==> src/rtl/keypad_pkg.sv <==
// Shared keypad definitions: key code width, FIFO depth, status counter
// width and the pop-control FSM encoding.
package keypad_pkg;

  localparam int unsigned DATA_W = 8;
  localparam int unsigned DEPTH  = 3;
  // status_ctr is a fixed 2-bit port, so DEPTH may not exceed 3
  localparam int unsigned CTR_W  = 2;

  typedef enum logic {
    ARMED = 1'b0,
    HOLD  = 1'b1
  } pop_state_e;

endpackage

==> src/rtl/key_code_fifo.sv <==
// key_code_fifo: small circular buffer holding keypad codes until the SPI
// slave has shifted them out. One entry is popped per SPI frame: the first
// transfer_done of a frame pops, later ones are ignored until the frame end
// pulse (ssbar_synced_pe) re-arms the pop logic.
//
// Optional feature: define KEY_FIFO_OVF_EN to add a sticky overflow flag.
//
// Ports:
//   clk             system clock, rising edge
//   rst             asynchronous active-low reset
//   key_valid       1-cycle pulse, key_in holds a new key code
//   key_in          key code from keypad decoder
//   transfer_done   end-of-byte from SPI slave (may repeat within a frame)
//   ssbar_synced_pe 1-cycle pulse at SS_bar rising edge (frame end)
//   key_code        registered head entry
//   status_ctr      number of untransmitted entries (0..DEPTH)
//   full            status_ctr == DEPTH
//   ovf_clr         (KEY_FIFO_OVF_EN) clears ovf; a same-cycle drop wins
//   ovf             (KEY_FIFO_OVF_EN) set on a dropped push, sticky
module key_code_fifo #(
  parameter int unsigned DATA_W = keypad_pkg::DATA_W,
  parameter int unsigned DEPTH  = keypad_pkg::DEPTH
) (
  input  logic              clk,
  input  logic              rst,
  input  logic              key_valid,
  input  logic [DATA_W-1:0] key_in,
  input  logic              transfer_done,
  input  logic              ssbar_synced_pe,
  output logic [DATA_W-1:0] key_code,
  output logic [1:0]        status_ctr,
  output logic              full
`ifdef KEY_FIFO_OVF_EN
  ,
  input  logic              ovf_clr,
  output logic              ovf
`endif
);

  import keypad_pkg::*;

  localparam int unsigned PTR_W = (DEPTH > 1) ? $clog2(DEPTH) : 1;

  logic [DATA_W-1:0] r_mem [DEPTH];
  logic [PTR_W-1:0]  r_wr_ptr;
  logic [PTR_W-1:0]  r_rd_ptr;
  logic [CTR_W-1:0]  r_ctr;
  logic              r_full;
  logic [DATA_W-1:0] r_key_code;
  pop_state_e        r_state;

  logic              w_pop;
  logic              w_push;
  logic [PTR_W-1:0]  w_wr_nxt;
  logic [PTR_W-1:0]  w_rd_nxt;
  logic [CTR_W-1:0]  w_ctr_nxt;

  // Pop only on the first transfer_done of a frame and only with data.
  // A push is accepted when there is room, or when a pop frees a slot.
  always_comb begin
    w_pop  = (r_state == ARMED) && transfer_done && (r_ctr != '0);
    w_push = key_valid && (!r_full || w_pop);
  end

  // Pointer advance with wrap from DEPTH-1 to 0
  always_comb begin
    w_wr_nxt = (r_wr_ptr == PTR_W'(DEPTH - 1)) ? '0 : r_wr_ptr + PTR_W'(1);
    w_rd_nxt = (r_rd_ptr == PTR_W'(DEPTH - 1)) ? '0 : r_rd_ptr + PTR_W'(1);
  end

  // Occupancy update; push+pop leaves the count unchanged
  always_comb begin
    w_ctr_nxt = r_ctr;
    case ({w_push, w_pop})
      2'b10:   w_ctr_nxt = r_ctr + CTR_W'(1);
      2'b01:   w_ctr_nxt = r_ctr - CTR_W'(1);
      default: w_ctr_nxt = r_ctr;
    endcase
  end

  // Storage array, no reset needed
  always_ff @(posedge clk) begin
    if (w_push) begin
      r_mem[r_wr_ptr] <= key_in;
    end
  end

  // Pointers, occupancy and full flag
  always_ff @(posedge clk or negedge rst) begin
    if (!rst) begin
      r_wr_ptr <= '0;
      r_rd_ptr <= '0;
      r_ctr    <= '0;
      r_full   <= 1'b0;
    end else begin
      if (w_push) r_wr_ptr <= w_wr_nxt;
      if (w_pop)  r_rd_ptr <= w_rd_nxt;
      r_ctr  <= w_ctr_nxt;
      r_full <= (w_ctr_nxt == CTR_W'(DEPTH));
    end
  end

  // Registered head. On a pop the new head may be the entry being pushed
  // this same cycle (it lands exactly where the read pointer moves to).
  always_ff @(posedge clk or negedge rst) begin
    if (!rst) begin
      r_key_code <= '0;
    end else if (w_pop) begin
      r_key_code <= (w_push && (w_rd_nxt == r_wr_ptr)) ? key_in : r_mem[w_rd_nxt];
    end else if (w_push && (r_ctr == '0)) begin
      r_key_code <= key_in;
    end
  end

  // Pop control FSM: one pop per SPI frame
  always_ff @(posedge clk or negedge rst) begin
    if (!rst) begin
      r_state <= ARMED;
    end else begin
      case (r_state)
        ARMED:   if (w_pop) r_state <= HOLD;
        HOLD:    if (ssbar_synced_pe) r_state <= ARMED;
        default: r_state <= ARMED;
      endcase
    end
  end

`ifdef KEY_FIFO_OVF_EN
  logic r_ovf;
  logic w_drop;

  assign w_drop = key_valid && !w_push;

  // Sticky overflow; a drop in the clearing cycle keeps it set
  always_ff @(posedge clk or negedge rst) begin
    if (!rst) begin
      r_ovf <= 1'b0;
    end else if (w_drop) begin
      r_ovf <= 1'b1;
    end else if (ovf_clr) begin
      r_ovf <= 1'b0;
    end
  end

  assign ovf = r_ovf;
`endif

  assign key_code   = r_key_code;
  assign status_ctr = r_ctr;
  assign full       = r_full;

endmodule

==> config.mk <==
export PLATFORM = sky130hd
export DESIGN_NAME = key_code_fifo
export DESIGN_NICKNAME = d
export VERILOG_FILES = /design/src/rtl/keypad_pkg.sv /design/src/rtl/key_code_fifo.sv
export SDC_FILE = /design/constraint.sdc
export NUM_CORES = 1
export LEC_CHECK = 0
export CORE_UTILIZATION = 45
export DETAILED_ROUTE_END_ITERATION = 6
export GPL_TIMING_DRIVEN = 0
export PLACE_DENSITY = 0.68
export SETUP_SLACK_MARGIN = 0.2
export SLEW_MARGIN = 20
export SYNTH_ARGS = -nofsm -noshare
export SYNTH_HDL_FRONTEND = slang
export SYNTH_SLANG_ARGS = --single-unit
==> constraint.sdc <==
create_clock -name clk -period 4.2 [get_ports clk]
set_input_delay 0.63 -clock clk [delete_from_list [all_inputs] [get_ports clk]]
set_output_delay 0.63 -clock clk [all_outputs]
set_load 0.02 [all_outputs]
==> qor.yml <==
outcome:
  status: "completed"
worst_setup_path:
  worstPathRequired_ns: 4.19
  critPathMaxStageDelay_ns: 0.86
  crit_type: "primary input to register"
  path_buf_inv: 2
  cp.arrival_ns: 2.58
  critical_path.endpoint_type: "register"
  crit_chain: "clkdlybuf4s50_1 -> o211ai_1 -> a2111oi_2 -> buf_2"
  crit_slowest_cell: "a2111oi_2"
  crit_family: "compound AO/OA/AOI/OAI gates"
  cp_max_fo: 7
  start_kind: "primary input"
routing:
  vias: 1052
  avgViaCountPerCell: 5.51
  antenna_left: 0
  dr.pass1.iters: 4
  wire_per_inst_um: 18.1
  first_iter_violations: 58
  wl_mm: 3.46
  drc: 0
cts:
  clockRootBuffer: "clkbuf_8"
  clk_pin_slew_ns: 0.08
  cts_sinks: 40
  h-tree-depth: 2
  cts_inserted_buffers: 5
  cts_tree: "built"
  clock_latency_ns: 0.30
  cts_hold_buf: 0
  cts_buffer_depth: 2
  cts_resized: 0
  post-cts-setup-buffers: 0
synth:
  yosys.area.top_type_share_pct: 43.4
  synth_area_um2: 1660
  synth-edff-count: 24
  async_flop_share_pct: 40.0
  synth-adder-area-share_pct: 0.754
  synthXorXnorAreaFrac_pct: 1.58
  yosys_warnings: 0
  synth-simple-area-share_pct: 5.66
  yosysTopAreaCell: "edfxtp_1"
  ys_ff_latch: 40
  synth_cell_types: 27
  synth_area_leaders: "edfxtp_1, dfrtp_1, mux2i_1, mux2_2, a221o_1"
  synth-compound-area-share_pct: 11.5
  synthCells: 111
  yosysSeqAreaShare_pct: 67.6
  synth.avg_cell_area_um2: 14.9
  synth-main-ff-cell: "edfxtp_1"
  postSynthNetCount: 125
  synth_top_family_by_area: "compound AO/OA/AOI/OAI gates"
  synth_mux_area_share_pct: 8.90
power_and_ir_drop:
  ir_worst_vdd_uv: 298
  internal_power_w: 0.00101
  p_sw_w: 0.000528
  p_comb_share_pct: 39.5
  switching_share_pct: 34.2
  clkPwrFrac_pct: 19.9
  seq_power_share_pct: 40.6
  power.density_nw_per_um2: 736
  cellLeakagePower_nw: 0.821
layout:
  multi_input_comb_area_um2: 489
  n_antenna_cell: 0
  final_nets: 158
  mostFrequentLayoutCells: "edfxtp_1, clkdlybuf4s50_1, dfrtp_1"
  final_common_cell: "edfxtp_1"
  nFillCells: 275
  stdcell_count: 191
  syn_to_final_growth_pct: 26.3
  drive_above_1_share_pct: 17.9
  register_area_um2: 1120
sta:
  rsz0062_at_grt: "false"
  setup_slack_ns: 1.62
  setup_viol: 0
  period_needed_ns: 2.58
  fin_skew_ns: 0.00751
  hold_viol_final: 0
  hold_ws_ns: 0.518
  max_freq_mhz: 387
  timing.final.crit_share_pct: 61.5
  max_slew_margin_pct: 39.5
  worstMarginPinSlew_ns: 0.906
  slew_violations: 0
placement:
  gp_congestion: 0.744
  io_buffers: 23
  pre_cts_slack_ns: 1.29
  dpl.hpwl_mm: 2.24
  dp_cells: 183
die:
  rows: 21
  dieArea_um2: 3930
  fp.dieH_um: 62.7
  core_um2: 3440
  pin_count: 24
  die_width_um: 62.7
  start_util_pct: 48.2
global_routing:
  gr-total-overflow: 0
  track_usage_pct: 20.2
  antenna_found_initial: 0
  grt_pass1_wl_mm: 5.71
  grt_max_degree: 17
  grt_pass1_vias: 1105
flow_run:
  maxCapViolCount: 0
min_path:
  holdCritPathClass: "register to register"
## power by group through the flow
stage | sequential (W) | combinational [W] | clock (W)
4_1_cts | 0.000625 | 0.000615 | 0.000313
2_1_floorplan | 0.000673 | 0.000324 | 0
3_5_place_dp | 0.000631 | 0.000608 | 0
6_report | 0.000626 | 0.000610 | 0.000308
5_1_grt | 0.000640 | 0.000657 | 0.000330
3_3_place_gp | 0.000623 | 0.000576 | 0
## layer usage
layer | global-route usage, % | vias up | share of wire [%]
met5 | 0 | - | 0
met4 | 9.01 | 0 | 1.9
met3 | 8.03 | 7 | 7.1
met2 | 31.8 | 41 | 51
met1 | 24.5 | 514 | 40
li1 | - | 490 | -
## through the flow
step | instance area [um2] | util (%) | power (W) | TNS [ns]
global route | 2100 | 60.9 | 0.00163 | 0
floorplan | 1660 | - | 0.000998 | 0
global placement | 1950 | 56.6 | 0.00120 | -6.32
detailed placement | 1980 | 57.7 | 0.00124 | 0
CTS | 2100 | 60.9 | 0.00155 | 0
finish | 2100 | 60.9 | 0.00154 | 0
## registers in the layout, indices dropped and copies added (netlist names)
register	cells
r_mem	24
r_rd_ptr	2
r_state	1
full	1
status_ctr	2
r_wr_ptr	2
key_code	8
## cell usage after synthesis (all sizes together), types with 2 or more instances
cell	n
edfxtp	24
dfrtp	16
inv	8
mux2i	8
nor3	7
a221o	6
mux2	6
a21o	5
a2111oi	4
buf	4
nor2	4
o21ai	3
a221oi	2
nand2	2
nor3b	2
xnor2	2
## final timing paths
path,start,end,slack (ns),cells past startpoint
max,transfer_done,r_mem[1][3],1.62,4
max in group asynchronous,rst,r_wr_ptr[1],2.94,1
max reg2reg,status_ctr[0],r_mem[1][3],1.90,3
min in group asynchronous,rst,key_code[2],0.78,1
min,key_code[6],key_code[6],0.52,1
min reg2reg,key_code[6],key_code[6],0.52,1
## cell families (layout without fill, tap and decap cells)
kind of cell    Yosys count  count (layout)
compound gates           22              22
xor+xnor                  3               3
fa+ha+maj                 1               1
buf+inv                  13              47
flops                    40              40
mux                      14              14
simple gates             18              18
## layout make-up
cell class | instances | share of cell area (%)
inverter | 8 | 1.43
clock buffer | 5 | 3.28
tap | 46 | 2.75
sequential | 40 | 53.5
clock inverter | 3 | 2.03
timing repair buffer | 26 | 11.9
multi-input combinational | 58 | 23.3
buffer | 5 | 1.73
## worst reg2reg max path, delay by kind of cell (launching register included)
family	cells	cell delay [ns]
AO/OA/AOI/OAI	2	1.20
flip-flops	1	0.45
buffers and inverters	1	0.35
Note: power is estimated with default switching activity, not from simulation.
